==> src/rtl/pingpong_pkg.sv <==
// Shared definitions for the rally controller: FSM encoding, location/velocity
// field layout, screen geometry and edge-detector codes.
package pingpong_pkg;

    typedef enum logic [2:0] {
        ST_IDLE   = 3'd0,
        ST_SERVE  = 3'd1,
        ST_FLIGHT = 3'd2,
        ST_CHECK  = 3'd3,
        ST_POINT  = 3'd4,
        ST_OVER   = 3'd5
    } state_t;

    // ball_location = {y, x}, ball_velocity = {signed vy, signed vx}
    localparam int COORD_W   = 11;
    localparam int LOC_W     = 2 * COORD_W;
    localparam int LOC_X_LSB = 0;
    localparam int LOC_Y_LSB = COORD_W;
    localparam int VCOMP_W   = 16;
    localparam int VEL_W     = 2 * VCOMP_W;
    localparam int VEL_X_LSB = 0;
    localparam int VEL_Y_LSB = VCOMP_W;
    localparam int POS_W     = 13;
    localparam int SCORE_W   = 4;

    localparam int X_MAX    = 1280;
    localparam int Y_MAX    = 790;
    localparam int CENTER_X = 640;
    localparam int CENTER_Y = 395;

    localparam logic [LOC_W-1:0] LOC_CENTER = {COORD_W'(CENTER_Y), COORD_W'(CENTER_X)};

    localparam logic [1:0] EDG_NONE  = 2'b00;
    localparam logic [1:0] EDG_RIGHT = 2'b01;
    localparam logic [1:0] EDG_LEFT  = 2'b10;

    function automatic logic [SCORE_W-1:0] sat_inc(input logic [SCORE_W-1:0] s,
                                                   input logic [SCORE_W-1:0] lim);
        return (s < lim) ? s + SCORE_W'(1) : lim;
    endfunction

endpackage

==> src/rtl/ball_integrator.sv <==
// Combinational next-position adder: location + velocity in 13-bit signed
// arithmetic, each axis clamped to the playfield plus one pixel of overshoot.
module ball_integrator
    import pingpong_pkg::*;
(
    input  logic [LOC_W-1:0] loc,
    input  logic [VEL_W-1:0] vel,
    output logic [LOC_W-1:0] next_loc
);

    generate
        for (genvar gi = 0; gi < 2; gi++) begin : g_axis
            localparam int LOC_LSB = (gi == 0) ? LOC_X_LSB : LOC_Y_LSB;
            localparam int VEL_LSB = (gi == 0) ? VEL_X_LSB : VEL_Y_LSB;
            // One pixel past the edge so the edge detector always sees the exit
            localparam logic signed [POS_W-1:0] LIMIT =
                (gi == 0) ? POS_W'(X_MAX + 1) : POS_W'(Y_MAX + 1);

            logic signed [POS_W-1:0] pos;
            logic signed [POS_W-1:0] spd;
            logic signed [POS_W-1:0] sum;
            logic [COORD_W-1:0]      clamped;

            assign pos = {{(POS_W-COORD_W){1'b0}}, loc[LOC_LSB +: COORD_W]};
            assign spd = vel[VEL_LSB +: POS_W];
            assign sum = pos + spd;

            always_comb begin
                clamped = sum[COORD_W-1:0];
                if (sum < 0) begin
                    clamped = '0;
                end else if (sum > LIMIT) begin
                    clamped = LIMIT[COORD_W-1:0];
                end
            end

            assign next_loc[LOC_LSB +: COORD_W] = clamped;
        end
    endgenerate

endmodule

==> src/rtl/rally_ctrl.sv <==
// Pong rally controller: serve, ball flight, collision/edge resolution, scoring.
// Optional macro RALLY_SPEEDUP_EN: each accepted paddle hit raises |vx| by 1 (max 15).
module rally_ctrl
    import pingpong_pkg::*;
#(
    parameter int WIN_SCORE    = 11,
    parameter int POINT_FRAMES = 60,
    parameter int HIT_COOLDOWN = 8,
    parameter int SERVE_VX     = 4,
    parameter int SERVE_VY     = 2
) (
    input  logic                 clk,
    input  logic                 rst,
    input  logic                 frame_tick,
    input  logic                 serve_btn,
    input  logic                 collide,
    input  logic [1:0]           edg,
    output logic [LOC_W-1:0]     ball_location,
    output logic [VEL_W-1:0]     ball_velocity,
    output logic [SCORE_W-1:0]   score_l,
    output logic [SCORE_W-1:0]   score_r,
    output logic [2:0]           state,
    output logic                 game_over
);

    localparam int CD_W = (HIT_COOLDOWN > 0) ? $clog2(HIT_COOLDOWN + 1) : 1;
    localparam int PC_W = (POINT_FRAMES > 1) ? $clog2(POINT_FRAMES) : 1;

    localparam logic [CD_W-1:0]           CD_LOAD    = CD_W'(HIT_COOLDOWN);
    localparam logic [PC_W-1:0]           PC_LAST    = PC_W'(POINT_FRAMES - 1);
    localparam logic [SCORE_W-1:0]        WIN_S      = SCORE_W'(WIN_SCORE);
    localparam logic signed [VCOMP_W-1:0] SERVE_VX_S = VCOMP_W'(SERVE_VX);
    localparam logic signed [VCOMP_W-1:0] SERVE_VY_S = VCOMP_W'(SERVE_VY);

    state_t               state_reg, state_next;
    logic [LOC_W-1:0]     loc_reg, loc_next, loc_integ;
    logic [VEL_W-1:0]     vel_reg, vel_next;
    logic [SCORE_W-1:0]   score_l_reg, score_l_next;
    logic [SCORE_W-1:0]   score_r_reg, score_r_next;
    logic [CD_W-1:0]      cooldown_reg, cooldown_next;
    logic [PC_W-1:0]      point_cnt_reg, point_cnt_next;
    logic                 pending_reg, pending_next;
    logic                 serve_dir_reg, serve_dir_next;
    logic                 game_over_reg, game_over_next;

    logic                        tick_eff;
    logic signed [VCOMP_W-1:0]   vx_cur;
    logic signed [VCOMP_W-1:0]   vx_bounce;

    ball_integrator u_integ (
        .loc      (loc_reg),
        .vel      (vel_reg),
        .next_loc (loc_integ)
    );

    // Horizontal velocity after an accepted paddle hit
`ifdef RALLY_SPEEDUP_EN
    localparam logic signed [VCOMP_W-1:0] VX_CAP = 16'sd15;
    logic signed [VCOMP_W-1:0] vx_mag;

    always_comb begin
        vx_cur = signed'(vel_reg[VEL_X_LSB +: VCOMP_W]);
        vx_mag = vx_cur[VCOMP_W-1] ? -vx_cur : vx_cur;
        if (vx_mag < VX_CAP) begin
            vx_mag = vx_mag + 16'sd1;
        end else begin
            vx_mag = VX_CAP;
        end
        vx_bounce = vx_cur[VCOMP_W-1] ? vx_mag : -vx_mag;
    end
`else
    always_comb begin
        vx_cur    = signed'(vel_reg[VEL_X_LSB +: VCOMP_W]);
        vx_bounce = -vx_cur;
    end
`endif

    always_ff @(posedge clk or posedge rst) begin
        if (rst) begin
            state_reg     <= ST_IDLE;
            loc_reg       <= LOC_CENTER;
            vel_reg       <= '0;
            score_l_reg   <= '0;
            score_r_reg   <= '0;
            cooldown_reg  <= '0;
            point_cnt_reg <= '0;
            pending_reg   <= 1'b0;
            serve_dir_reg <= 1'b0;
            game_over_reg <= 1'b0;
        end else begin
            state_reg     <= state_next;
            loc_reg       <= loc_next;
            vel_reg       <= vel_next;
            score_l_reg   <= score_l_next;
            score_r_reg   <= score_r_next;
            cooldown_reg  <= cooldown_next;
            point_cnt_reg <= point_cnt_next;
            pending_reg   <= pending_next;
            serve_dir_reg <= serve_dir_next;
            game_over_reg <= game_over_next;
        end
    end

    always_comb begin
        state_next     = state_reg;
        loc_next       = loc_reg;
        vel_next       = vel_reg;
        score_l_next   = score_l_reg;
        score_r_next   = score_r_reg;
        cooldown_next  = cooldown_reg;
        point_cnt_next = point_cnt_reg;
        pending_next   = pending_reg;
        serve_dir_next = serve_dir_reg;
        game_over_next = game_over_reg;
        tick_eff       = frame_tick | pending_reg;

        case (state_reg)
            ST_IDLE: begin
                if (serve_btn) begin
                    state_next = ST_SERVE;
                end
            end

            ST_SERVE: begin
                loc_next                          = LOC_CENTER;
                vel_next[VEL_X_LSB +: VCOMP_W]    = serve_dir_reg ? -SERVE_VX_S : SERVE_VX_S;
                vel_next[VEL_Y_LSB +: VCOMP_W]    = SERVE_VY_S;
                serve_dir_next                    = ~serve_dir_reg;
                cooldown_next                     = '0;
                if (frame_tick) begin
                    pending_next = 1'b1;
                end
                state_next = ST_FLIGHT;
            end

            ST_FLIGHT: begin
                if (tick_eff) begin
                    loc_next     = loc_integ;
                    pending_next = 1'b0;
                    if (cooldown_reg != '0) begin
                        cooldown_next = cooldown_reg - CD_W'(1);
                    end
                    state_next = ST_CHECK;
                end
            end

            ST_CHECK: begin
                if (frame_tick) begin
                    pending_next = 1'b1;
                end
                state_next = ST_FLIGHT;
                // A collide still inside the cooldown window falls through to the edge test
                if (collide && (cooldown_reg == '0)) begin
                    vel_next[VEL_X_LSB +: VCOMP_W] = vx_bounce;
                    cooldown_next                  = CD_LOAD;
                end else if (edg == EDG_RIGHT || edg == EDG_LEFT) begin
                    if (edg == EDG_RIGHT) begin
                        score_l_next = sat_inc(score_l_reg, WIN_S);
                    end else begin
                        score_r_next = sat_inc(score_r_reg, WIN_S);
                    end
                    vel_next       = '0;
                    pending_next   = 1'b0;
                    point_cnt_next = '0;
                    state_next     = ST_POINT;
                end
            end

            ST_POINT: begin
                vel_next = '0;
                if (frame_tick) begin
                    if (point_cnt_reg == PC_LAST) begin
                        point_cnt_next = '0;
                        if (score_l_reg == WIN_S || score_r_reg == WIN_S) begin
                            state_next     = ST_OVER;
                            game_over_next = 1'b1;
                        end else begin
                            state_next = ST_SERVE;
                        end
                    end else begin
                        point_cnt_next = point_cnt_reg + PC_W'(1);
                    end
                end
            end

            ST_OVER: begin
                if (serve_btn) begin
                    score_l_next   = '0;
                    score_r_next   = '0;
                    game_over_next = 1'b0;
                    state_next     = ST_IDLE;
                end
            end

            default: begin
                state_next = ST_IDLE;
            end
        endcase
    end

    assign ball_location = loc_reg;
    assign ball_velocity = vel_reg;
    assign score_l       = score_l_reg;
    assign score_r       = score_r_reg;
    assign state         = state_reg;
    assign game_over     = game_over_reg;

endmodule

==> config.mk <==
export PLATFORM = sky130hd
export DESIGN_NAME = rally_ctrl
export DESIGN_NICKNAME = d
export VERILOG_FILES = /design/src/rtl/pingpong_pkg.sv /design/src/rtl/ball_integrator.sv /design/src/rtl/rally_ctrl.sv
export SDC_FILE = /design/constraint.sdc
export NUM_CORES = 1
export LEC_CHECK = 0
export CAP_MARGIN = 0
export CORE_ASPECT_RATIO = 0.8
export CORE_MARGIN = 2
export CORE_UTILIZATION = 50
export CTS_CLUSTER_SIZE = 28
export DETAILED_ROUTE_END_ITERATION = 7
export GPL_ROUTABILITY_DRIVEN = 0
export GPL_TIMING_DRIVEN = 0
export PLACE_DENSITY = 0.85
export SYNTH_ARGS = -nofsm -noshare
export SYNTH_HDL_FRONTEND = slang
export SYNTH_SLANG_ARGS = --single-unit
export TNS_END_PERCENT = 30
==> constraint.sdc <==
create_clock -name clk -period 5.9 [get_ports clk]
set_input_delay 1.18 -clock clk [delete_from_list [all_inputs] [get_ports clk]]
set_output_delay 1.18 -clock clk [all_outputs]
set_load 0.05 [all_outputs]
Word-level counts from Yosys, hierarchy flattened
Cells that the tools add are included.

Add/subtract/negate cells: 7. Magnitude comparators: 6. Eq/ne operators: 23. Mux-type cells: 50. Bitwise operators: 2. Reductions and logical operators: 22.

Operators with widths (number): $pmux 32 s3 (1); $mux 16 (3); $mux 4 (12); $mux 11 (4); $pmux 22 s2 (1); $mux 32 (1); $add 12x13->13 (2); $lt 13x1->1 const B (2); $mux 3 (8); $mux 6 (4); $ne 2x2->1 const B (12); $mux 22 (1); $reduce_and 5->1 (4); $pmux 3 s6 (1); $neg 16->16 (1); $pmux 4 s2 (2); $gt 13x11->1 const B (1); $gt 13x12->1 const B (1); $pmux 4 s3 (1); $pmux 6 s2 (1); $add 4x1->4 const B (2); $eq 4x4->1 const B (2); $lt 4x4->1 const B (2); $mux 1 (8); other kinds (23) (33).

Register bits: 78. Input bits: 7. Logic and storage cells: 121.

Longest topological paths before layout
Gate-level depths: netlist of run 1.

Depth in word-level cells: 6. Mapped depth: 11. Depth with buffers taken out: 10.

By module
From an unflattened synthesis of run 1, not the netlist that was laid out.

Cell total of the unflattened synthesis: 584. Area total of the unflattened synthesis: 5024.8 um^2.

By module, submodules not included: rally_ctrl (instances 1, cells each 387, area each 3553.4 um^2); ball_integrator (instances 1, cells each 197, area each 1471.4 um^2).

Worst setup path before layout of run 1
No wires, ideal clock.

Path kind: reg-to-reg. From: register vel_reg[0], in the netlist ball_velocity[0]. To: register loc_reg[3], in the netlist ball_location[3]. Library setup time: 69 ps. Arrival: 2838 ps. Path slack: 2994 ps. Cell stages (with the launch flop): 11. Clock period less this slack: 2906 ps. Cell sequence: dfrtp_1 > ha_1 > inv_1 > fa_1 > nand2b_1 > a21oi_1 > nor2_1 > xnor2_1 > or4_1 > o211ai_2 > a32o_1.

Cells in the longest elaborated chain, start to end: 6. Elaborated cells on any way between the ends: 7.

RTL lines: from (decl) (line rally_ctrl.sv:37) `logic [VEL_W-1:0] vel_reg, vel_next;`; from (signal assigned) (line rally_ctrl.sv:93) `vel_reg <= vel_next;`; $add 12x13->13 (*) (line ball_integrator.sv:26) `assign sum = pos + spd;`; $gt 13x12->1 (line ball_integrator.sv:32) `end else if (sum > LIMIT) begin`; $mux 11 (line ball_integrator.sv:32); $mux 11 (*) (line ball_integrator.sv:30) `if (sum < 0) begin`; $mux 22 (*) (line rally_ctrl.sv:137) `if (tick_eff) begin`; $pmux 22 s2 (*) (line rally_ctrl.sv:117) `case (state_reg)`; to (signal assigned) (line rally_ctrl.sv:92) `loc_reg <= loc_next;`; to (decl) (line rally_ctrl.sv:36) `logic [LOC_W-1:0] loc_reg, loc_next, loc_integ;`.

Every way passes the cells marked *; elsewhere a longest branch is shown, timed or not. The select of a mux whose other input is x is not followed. A chain may end at the register's enable or synchronous reset.

Final worst setup path of run 1
From: input edg[1]. To: register vel_reg[15], in the netlist ball_velocity[15].

Cells in the longest elaborated chain, start to end: 4. Elaborated cells on any way between the ends: 5.

RTL lines: from (decl) (line rally_ctrl.sv:17) `input logic [1:0] edg,`; $eq 2x1->1 or $eq 2x2->1 (tied branches) (line rally_ctrl.sv:156) `end else if (edg == EDG_RIGHT || edg == EDG_LEFT) begin`; $logic_or 1x1->1 (*) (line rally_ctrl.sv:156); $ne 3x3->1 (no source line) (*); $reduce_and 2->1 (no source line) (*).

Every way passes the cells marked *; elsewhere a longest branch is shown, timed or not.

==> summary.md, run 1 <==
| Metric | Value |
|---|---|
| Clock share of power | 11.4% |
| Endpoint type of the worst setup path | flip-flop |
| First-iteration detailed-routing DRC count | 273 |
| Number of primary I/O pins | 73 |
| Vias per std cell | 6.074 |
| ANT cells | 0 |
| Worst R2R Setup Slack | 2860 ps |
| Routed Antenna Nets | 0 |
| Total number of vias | 4124 |
| Power per standard cell area | 641.2 mW/mm2 |
| FF-to-FF Start | ball_velocity[0]$_DFFE_PP0P_ |
| Fraction of power consumed by combinational cells | 63.8% |
| Fraction of final layout cells with drive strength greater than 1 | 12.08% |
| Switching power as a share of total power | 52.77% |
| DR WL/cell | 16.54 um |
| First drt pass iteration count | 5 |
| Net count of the finished layout | 594 |
| Die span in y | 86.13 um |
| Most used flip-flop cell after synthesis | dfrtp_1 |
| PostCTS Resize Cnt | 0 |
| Number of failing hold endpoints at the final stage | 0 |
| Worst VDD drop | 354.0 uV |
| Worst EP required | 6180 ps |
| Horizontal die dimension | 106.7 um |
| Count of cell types in the netlist | 68 |
| Rows | 29 |
| Signed area change from the synthesized netlist to the final layout | 22.97% |
| Floorplan Core Area | 0.008055 mm2 |
| Flip-flop and latch count after synthesis | 63 |
| Clock sink count | 63 |
| Tightest Hold Check Type | reg -> reg |
| Setup Fix Bufs, Post-CTS | 0 |
| Initial cell density of the core | 52.33% |
| Pint | 1570 uW |
| Synthesized netlist cell count | 483 |
| Max reg flops | 22 |
| Maximum net fanout on the critical path | 10 |
| Outcome | finished clean |
| Final design area excluding fillers | 0.005184 mm2 |
| Largest net degree at the start of global routing | 37 |
| Setup Viol. Count Final | 0 |
| Register share of total power | 24.8% |
| Slew @ Worst Pin | 939.4 ps |
| Placed wire-length estimate | 8242 um |
| Synthesized area | 0.004215 mm2 |
| Worst reg-to-reg path cell count | 10 |
| I/O Buffers | 57 |
| Vias in the first global route | 3904 |
| Number of buffers created by CTS | 9 |
| DR DRC count | 0 |
| Hold Crit Endpoint | point_cnt_reg[5]$_DFFE_PP0P_ |
| Syn avg cell area | 8.727 um2 |
| Yosys top cell area share | 33.24% |
| Endpoint of the worst register-to-register path | ball_location[6]$_DFFE_PP0P_ |
| Die Outline Area | 0.009186 mm2 |
| Setup slack of the critical path after layout | 2518 ps |
| Leakage Power | 0.002271 uW |
| Switching power | 1754 uW |
| Number of hold buffers added after CTS | 0 |
| Post-synthesis async set-or-reset flop share | 100.0% |
| Post-synth EDFFs | 0 |
| Clock insertion delay at the later pin of the skew report | 350 ps |
| Maximum level of the CTS H-tree | 3 |
| RSZ-0062 raised after global routing | false |
| CP Data Arrival Time | 3670 ps |
| Category of the most critical setup path | in -> reg |
| Wire length of the first global-routing pass | 18440 um |
| Yosys synthesis warning count | 0 |
| Fraction of the cycle the final worst path needs | 57.31% |
| Fraction of the yosys area taken by sequential cells | 37.61% |
| MaxCap Viol Count | 0 |
| Count of pins over their slew limit | 0 |
| Drt total wl | 11230 um |
| Synth top area cells | dfrtp_1, a21oi_1, ha_1, dfstp_2, o21ai_0 |
| Kind of start point of the critical path | input port |
| Max-slew headroom | 37.24% |
| Setup TNS | 0 ps |
| Antenna violations before repair | 0 |
| Bufs on Longest Clock Path | 2 |
| Hold_sp | point_cnt_reg[5]$_DFFE_PP0P_ |
| Total congestion overflow | 0 |
| Overall routing resource usage | 25.11% |
| Hold Path Stages | 1 |
| Post-route clock skew | 9.187 ps |
| Maximum achievable frequency | 295.7 MHz |
| Post-route minimum period | 3382 ps |
| Clock tree from TritonCTS | done |
| Library cell with the largest summed area after synthesis | dfrtp_1 |
| Clock transition at the registers of the reported paths | 70 ps |
| Placement Setup Slack | 2230 ps |
| Area after detailed placement | 0.004994 mm2 |
| Clock root buffer master | clkbuf_8 |
## per-stage QoR
| stage | utilization (%) | hold WS (ps) | power (uW) | std cells |
|---|---|---|---|---|
| after floorplan | - | 444.6 | 2321 | 497 |
| after detailed placement | 61.99 | 474.6 | 2918 | 663 |
| after global routing | 64.35 | 498.9 | 3531 | 679 |
| after CTS | 64.35 | 484.2 | 3309 | 679 |
| final | 64.35 | 477.3 | 3324 | 679 |
| after global placement | 61.74 | 465.4 | 2830 | 662 |
## synth_stat cells, types with 7 or more instances
cell and number:
nand2_1 37, nand2b_1 7, o22a_1 13, o21ai_0 34
nor2b_1 8, ha_1 20, dfstp_2 7, nor2_1 35
buf_4 17, inv_1 23, nor3_1 17, a31oi_1 13
dfrtp_1 56, a21oi_1 55, or3_1 9, nand3_1 10
clkbuf_1 9, or2_2 7
## critical path: stages
cell,delay [ps]
clkdlybuf4s50_1,450
inv_1,40
ha_1,340
nand2_1,100
a21oi_1,580
o21ai_0,360
buf_2,280
a21oi_1,160
o22a_1,170
## cell type report
| type | count | area, um2 |
|---|---|---|
| plain buffers | 31 | 186.4 |
| clock buffers | 12 | 145.1 |
| clock inverters | 4 | 45.04 |
| fillers | 717 | 2872 |
| inverters | 23 | 86.33 |
| multi-input cells | 380 | 2410 |
| flip-flops and latches | 63 | 1585 |
| well taps | 108 | 135.1 |
| repair buffers | 58 | 590.6 |
## worst max path at each step
stage | start | end | cells after the start | slack (ps)
4_1_cts | edg[1] | ball_velocity[12]$_DFFE_PP0P_ | 9 | 2600
3_3_place_gp | rst | ball_location[20]$_DFFE_PP0P_ | 2 | 2000
3_5_place_dp | edg[1] | ball_velocity[14]$_DFFE_PP0P_ | 9 | 2230
2_1_floorplan | ball_velocity[0]$_DFFE_PP0P_ | ball_location[3]$_DFFE_PP0P_ | 10 | 2990
6_report | edg[1] | ball_velocity[15]$_DFFE_PP0P_ | 9 | 2520
5_1_grt | edg[1] | ball_velocity[12]$_DFFE_PP0P_ | 9 | 2380
## layer usage
layer / vias to the layer above / GRT usage, % / part of all wire [%]
met1: 1983 / 33.41 / 44
met4: 0 / 8.264 / 1.8
li1: 1919 / - / -
met2: 200 / 40.53 / 47
met5: - / 0 / 0
met3: 22 / 6.079 / 6.9
## placed cells by master, fill, tap and decap left out, types with 7 or more instances in the layout
cell type and count:
o22a_1 13, or3_1 9, ha_1 20, buf_4 17
clkbuf_8 10, nor2_1 35, dfstp_2 7, clkdlybuf4s50_1 57
dfrtp_1 56, nor2b_1 8, nand3_1 10, conb_1 15
o21ai_0 34, clkbuf_1 11, nand2_1 37, nor3_1 17
nand2b_1 7, or2_2 7, inv_1 22, a31oi_1 13
a21oi_1 55
## logic make-up (layout without fill, tap and decap cells)
family                     count (synthesis)  in the layout  share of synthesized area, %
DFF                                       63             63                         37.61
adders and majority gates                 21             21                         6.411
buffers and inverters                     54            128                         6.470
muxes                                      6              6                         1.514
xor gates and xnor gates                  11             11                         2.464
and+or+nand+nor                          160            160                         19.77
AOI/OAI and AO/OA                        167            167                         25.68
other                                      1             15                       0.08896
## power by group through the flow
stage / sequential (uW) / clock (uW) / combinational (uW)
after floorplan: 1220 / 0 / 1100
after global placement: 811 / 0 / 2020
after detailed placement: 823 / 0 / 2100
after CTS: 818 / 384 / 2110
after global routing: 846 / 401 / 2280
final: 825 / 378 / 2120
No activity file was read; power rests on OpenSTA's default activity.
==> inputs of run 2 (changes only) <==
==> constraint.sdc (replaced) <==
create_clock -name clk -period 3.2 [get_ports clk]
set_input_delay 0.64 -clock clk [delete_from_list [all_inputs] [get_ports clk]]
set_output_delay 0.64 -clock clk [all_outputs]
set_load 0.05 [all_outputs]
==> summary.md, run 2 (same netlist as run 1, synthesis figures left out) <==
| Metric | Value |
|---|---|
| Outcome | finished clean |
| Fraction of final layout cells with drive strength greater than 1 | 12.26% |
| Endpoint type of the worst setup path | flip-flop |
| Placed wire-length estimate | 8242 um |
| Highest-count cells in the layout ignoring fill and taps | clkdlybuf4s50_1, dfrtp_1, a21oi_1, nand2_1, nor2_1 |
| Fin Hold WS | 478.8 ps |
| Worst EP required | 3480 ps |
| Vias per std cell | 6.090 |
| Clock transition at the registers of the reported paths | 70 ps |
| Clock sink count | 63 |
| Initial cell density of the core | 52.33% |
| Fraction of the cycle the final worst path needs | 93.89% |
| Largest net degree at the start of global routing | 37 |
| Most common cell after layout, fill and taps aside | clkdlybuf4s50_1 |
| Wire length of the first global-routing pass | 18440 um |
| Leakage Power | 0.002273 uW |
| Number of hold buffers added after CTS | 0 |
| Clock root buffer master | clkbuf_8 |
| Rows | 29 |
| Final design area excluding fillers | 0.005200 mm2 |
| Bufs on Longest Clock Path | 2 |
| Maximum level of the CTS H-tree | 3 |
| Number of failing hold endpoints at the final stage | 0 |
| Cell-by-cell trace of the critical path | ha_1 > inv_1 > fa_1 > nand2b_1 > a21oi_1 > nor2_1 > xnor2_1 > or4_1 > o211ai_4 > a32o_1 |
| Kind of start point of the critical path | flip-flop |
| First-iteration detailed-routing DRC count | 277 |
| RSZ-0062 raised after global routing | false |
| DR DRC count | 0 |
| Post-route clock skew | 9.688 ps |
| Signed area change from the synthesized netlist to the final layout | 23.36% |
| Routed Antenna Nets | 0 |
| Post-route minimum period | 3005 ps |
| Cell type of the slowest stage on the worst timing path | dfrtp_1 |
| Setup Fix Bufs, Post-CTS | 0 |
| Setup slack of the critical path after layout | 195.5 ps |
| Number of primary I/O pins | 73 |
| Overall routing resource usage | 25.11% |
| Maximum achievable frequency | 332.8 MHz |
| Total number of vias | 4135 |
| Maximum net fanout on the critical path | 8 |
| Setup Viol. Count Final | 0 |
| Category of the most critical setup path | reg -> reg |
| Count of pins over their slew limit | 0 |
| Horizontal die dimension | 106.7 um |
| Clock tree from TritonCTS | done |
| Stage delay of the slowest cell on the critical path | 510 ps |
| First drt pass iteration count | 4 |
| Clock insertion delay at the later pin of the skew report | 350 ps |
| PostCTS Resize Cnt | 0 |
| Tightest Hold Check Type | reg -> reg |
| DR WL/cell | 16.68 um |
| Drt total wl | 11320 um |
| Die span in y | 86.13 um |
| Vias in the first global route | 3904 |
| Power per standard cell area | 1189 mW/mm2 |
| Max reg flops | 22 |
| Area after detailed placement | 0.004994 mm2 |
| ANT cells | 0 |
| Number of buffers created by CTS | 9 |
| Setup TNS | 0 ps |
| Die Outline Area | 0.009186 mm2 |
| Hold Path Stages | 1 |
| I/O Buffers | 57 |
| Worst VDD drop | 651.8 uV |
| Antenna violations before repair | 0 |
| Floorplan Core Area | 0.008055 mm2 |
| Worst reg-to-reg path cell count | 10 |
| CP Data Arrival Time | 3290 ps |
| Max-slew headroom | 37.52% |
| Placement Setup Slack | 70.48 ps |
| MaxCap Viol Count | 0 |
| Slew @ Worst Pin | 935.3 ps |
| Net count of the finished layout | 594 |
| Pwr Total | 6184 uW |
| Total congestion overflow | 0 |
-- run 2: power breakdown --
part / switching (uW) / internal, uW / total [uW]
clock: 321 / 378 / 699
sequential: 411 / 1110 / 1520
combinational: 2540 / 1420 / 3960
-- run 2: path summary, 6_finish.rpt --
path                                              startpoint                            end  slack [ps]
worst max-delay path            ball_velocity[0]$_DFFE_PP0P_   ball_location[3]$_DFFE_PP0P_         200
worst min-delay path            point_cnt_reg[5]$_DFFE_PP0P_   point_cnt_reg[5]$_DFFE_PP0P_         480
worst max register to register  ball_velocity[0]$_DFFE_PP0P_   ball_location[3]$_DFFE_PP0P_         200
worst min register to register  point_cnt_reg[5]$_DFFE_PP0P_   point_cnt_reg[5]$_DFFE_PP0P_         480
max in group asynchronous                                rst  ball_location[14]$_DFFE_PP1P_        1810
min in group asynchronous                                rst   ball_velocity[7]$_DFFE_PP0P_         700
-- run 2: layer usage --
| layer | vias to the layer above | part of all wire (%) | global-route usage (%) |
|---|---|---|---|
| li1 | 1919 | - | - |
| met1 | 1999 | 43 | 33.41 |
| met2 | 196 | 47 | 40.53 |
| met3 | 21 | 7.8 | 6.079 |
| met4 | 0 | 1.9 | 8.264 |
| met5 | - | 0 | 0 |
-- run 2: metrics by stage --
step	std cells	utilization, %
floorplan	497	-
global placement	662	61.74
detailed placement	663	61.99
CTS	679	64.35
global route	679	64.55
finish	679	64.55
-- run 2: area by class of cell --
cell class | instances | area [um2]
fillers | 712 | 2855
multi-input cells | 380 | 2426
flip-flops and latches | 63 | 1585
repair buffers | 58 | 590.6
plain buffers | 31 | 186.4
clock buffers | 12 | 145.1
well taps | 108 | 135.1
inverters | 23 | 86.33
clock inverters | 4 | 45.04
-- run 2: critical path: cells and delay by family, from the launching register on --
kind | cells | cell delay [ps]
xor+xnor | 1 | 150
flops | 1 | 510
fa+ha+maj | 2 | 660
compound gates | 3 | 800
buf+inv | 1 | 60
simple gates | 3 | 770
==> inputs of run 3 (changes only) <==
--- a/config.mk
+++ b/config.mk
@@ -13,8 +13,10 @@
 export DETAILED_ROUTE_END_ITERATION = 7
 export GPL_ROUTABILITY_DRIVEN = 0
 export GPL_TIMING_DRIVEN = 0
-export PLACE_DENSITY = 0.85
+export PLACE_DENSITY = 0.83
+export SETUP_SLACK_MARGIN = 0.4
 export SYNTH_ARGS = -nofsm -noshare
 export SYNTH_HDL_FRONTEND = slang
+export SYNTH_HIERARCHICAL = 1
 export SYNTH_SLANG_ARGS = --single-unit
 export TNS_END_PERCENT = 30
==> summary.md, run 3 <==
| Metric | Value |
|---|---|
| Sequential standard cell area | 0.001595 mm2 |
| Most used flip-flop cell after synthesis | dfrtp_1 |
| Cell-by-cell trace of the critical path | ha_1 > a21o_2 > and4_2 > or2_4 > xor2_1 > or3_1 > o221a_4 > o31a_1 > nand2_1 > o21ai_0 |
| Post-synth EDFFs | 0 |
| Initial cell density of the core | 51.65% |
| Critical path destination | ball_location[0]$_DFFE_PP0P_ |
| CP Data Arrival Time | 2940 ps |
| Source of the critical timing path | ball_velocity[1]$_DFFE_PP0P_ |
| Routed Antenna Nets | 0 |
| Vias per std cell | 6.017 |
| Maximum achievable frequency | 364.6 MHz |
| I/O Buffers | 57 |
| Count of cell instances traversed by the critical path | 10 |
| Max reg flops | 22 |
| Most common cell after layout, fill and taps aside | nand2_1 |
| Most used standard cell by instance count after synthesis | nand2_1 |
| Clock sink count | 63 |
| Number of failing hold endpoints at the final stage | 0 |
| Outcome | finished clean |
| RSZ-0062 raised after global routing | true |
| Post-synthesis async set-or-reset flop share | 100.0% |
| Horizontal die dimension | 116.1 um |
| Clock transition at the registers of the reported paths | 50 ps |
| Count of pins over their slew limit | 0 |
| Synthesized area | 0.005025 mm2 |
| Flip-flop and latch count after synthesis | 63 |
| DR DRC count | 0 |
| Fraction of the cycle the final worst path needs | 85.70% |
| Largest net degree at the start of global routing | 45 |
| Multi-input logic area | 0.003296 mm2 |
| Setup Viol. Count Final | 0 |
| FF-to-FF Start | ball_velocity[1]$_DFFE_PP0P_ |
| Vias in the first global route | 4559 |
| Fraction of final layout cells with drive strength greater than 1 | 18.10% |
| Total number of vias | 5006 |
| Yosys synthesis warning count | 6 |
| Yosys top cell area share | 27.89% |
| Fraction of the yosys area taken by sequential cells | 31.55% |
| Worst reg-to-reg path cell count | 10 |
| Bufs on Longest Clock Path | 2 |
| Category of the most critical setup path | reg -> reg |
| Slew @ Worst Pin | 690.0 ps |
| ANT cells | 0 |
| MaxCap Viol Count | 0 |
| Syn avg cell area | 8.604 um2 |
| Worst EP required | 3390 ps |
| Rows | 32 |
| Signed area change from the synthesized netlist to the final layout | 27.47% |
| Floorplan Core Area | 0.009729 mm2 |
| Library cell with the largest summed area after synthesis | dfrtp_1 |
| Bufs and invs on worst path | 0 |
| Count of cell types in the netlist | 84 |
| Die span in y | 93.67 um |
| Endpoint of the worst register-to-register path | ball_location[0]$_DFFE_PP0P_ |
| Worst R2R Setup Slack | 460 ps |
| Highest-count cells in the layout ignoring fill and taps | nand2_1, clkdlybuf4s50_1, dfrtp_1, o21ai_0, conb_1 |
| Post-route minimum period | 2743 ps |
| Final std cells w/o fill | 832 |
| Endpoint type of the worst setup path | flip-flop |
| Wire length of the first global-routing pass | 21890 um |
| Setup slack of the critical path after layout | 457.5 ps |
| Drt total wl | 13670 um |
| Maximum net fanout on the critical path | 7 |
| Maximum level of the CTS H-tree | 3 |
| Clock insertion delay at the later pin of the skew report | 340 ps |
| Placement Setup Slack | 254.4 ps |
| Net count of the finished layout | 728 |
| Number of buffers created by CTS | 9 |
| Tightest Hold Check Type | reg -> reg |
| DR WL/cell | 16.43 um |
| Die Outline Area | 0.01087 mm2 |
| First drt pass iteration count | 5 |
| First-iteration detailed-routing DRC count | 453 |
| Number of primary I/O pins | 73 |
| Top post-synthesis cells by count | nand2_1, dfrtp_1, o21ai_0 |
| Kind of start point of the critical path | flip-flop |
| Overall routing resource usage | 25.35% |
| Post-route clock skew | 12.19 ps |
| Total congestion overflow | 0 |
| Synth top area cells | dfrtp_1, ha_1, nand2_1, o21ai_0, dfstp_2 |
| Total instance count after detailed placement | 807 |
| Stage delay of the slowest cell on the critical path | 440 ps |
| Largest delay contributor family on the critical path | simple AND/OR/NAND/NOR gates |
| Antenna violations before repair | 0 |
| Synthesized netlist cell count | 584 |
| Cell type of the slowest stage on the worst timing path | dfrtp_2 |
| Placed wire-length estimate | 9788 um |
| Clock tree from TritonCTS | done |
| Max-slew headroom | 53.83% |
| Number of hold buffers added after CTS | 0 |
| Total of fill cells in the finished design | 798 |
| Clock root buffer master | clkbuf_16 |
[run 3: cell types whose count changed after synthesis, sizes merged, moves of 7 or more]
cell,change
nand2,+29
a21oi,-22
o22a,-14
buf,+13
a211oi,+12
nor2,-12
o21ai,+10
nand4,+9
nor3,+9
ha,+8
nand3,+7
or3,-7
[run 3: layout make-up]
type / count / share of cell area, %
multi-input combinational: 478 / 51.46
clock buffer: 10 / 3.575
sequential: 63 / 24.91
timing repair buffer: 67 / 10.28
inverter: 27 / 1.582
clock inverter: 6 / 1.328
buffer: 45 / 4.220
tap: 136 / 2.657
[run 3: cells by family (layout without fill, tap and decap cells)]
family	count (synthesis)	after routing	synth area share, %
mux	6	6	1.295
flops	63	63	31.55
simple gates	208	208	22.09
buf+inv	72	155	7.395
fa+ha+maj	30	30	7.769
compound gates	184	184	26.44
xor+xnor	19	19	3.312
other cells	2	31	0.1495
[run 3: worst min-delay path by stage]
stage	from	endpoint	cells past startpoint
4_1_cts	serve_dir_reg$_DFFE_PP0P_	serve_dir_reg$_DFFE_PP0P_	1
2_1_floorplan	serve_dir_reg$_DFFE_PP0P_	serve_dir_reg$_DFFE_PP0P_	1
6_report	serve_dir_reg$_DFFE_PP0P_	serve_dir_reg$_DFFE_PP0P_	1
3_3_place_gp	serve_dir_reg$_DFFE_PP0P_	serve_dir_reg$_DFFE_PP0P_	1
3_5_place_dp	serve_dir_reg$_DFFE_PP0P_	serve_dir_reg$_DFFE_PP0P_	1
5_1_grt	serve_dir_reg$_DFFE_PP0P_	serve_dir_reg$_DFFE_PP0P_	1
[run 3: layer usage]
metal,vias up,global-route usage (%),routed length [um]
li1,2357,-,-
met1,2370,35.31,6188
met2,249,40.06,6314
met3,30,4.194,902
met4,0,8.829,263
met5,-,0,0
[run 3: what timing repair did]
item                                   4_1_cts  5_1_grt
setup buffers                                1        8
resized for setup                            7       19
setup endpoints to repair                   19       19
endpoints found under the hold margin        0        0
pin swaps                                    0       15
[run 3: metrics by stage]
step	cell area [um2]	setup TNS, ps	hold slack, ps	utilization (%)
after floorplan	5149	0	439.0	-
after global placement	5889	-5914	471.1	60.53
after detailed placement	5909	0	493.0	60.74
after CTS	6276	0	507.8	64.51
after global routing	6405	0	531.8	65.83
final	6405	0	506.8	65.83
Power of run 3 is left out: the tool's default activity adds up to more than one toggle a clock period on the data nets, which glitch-free logic cannot reach.
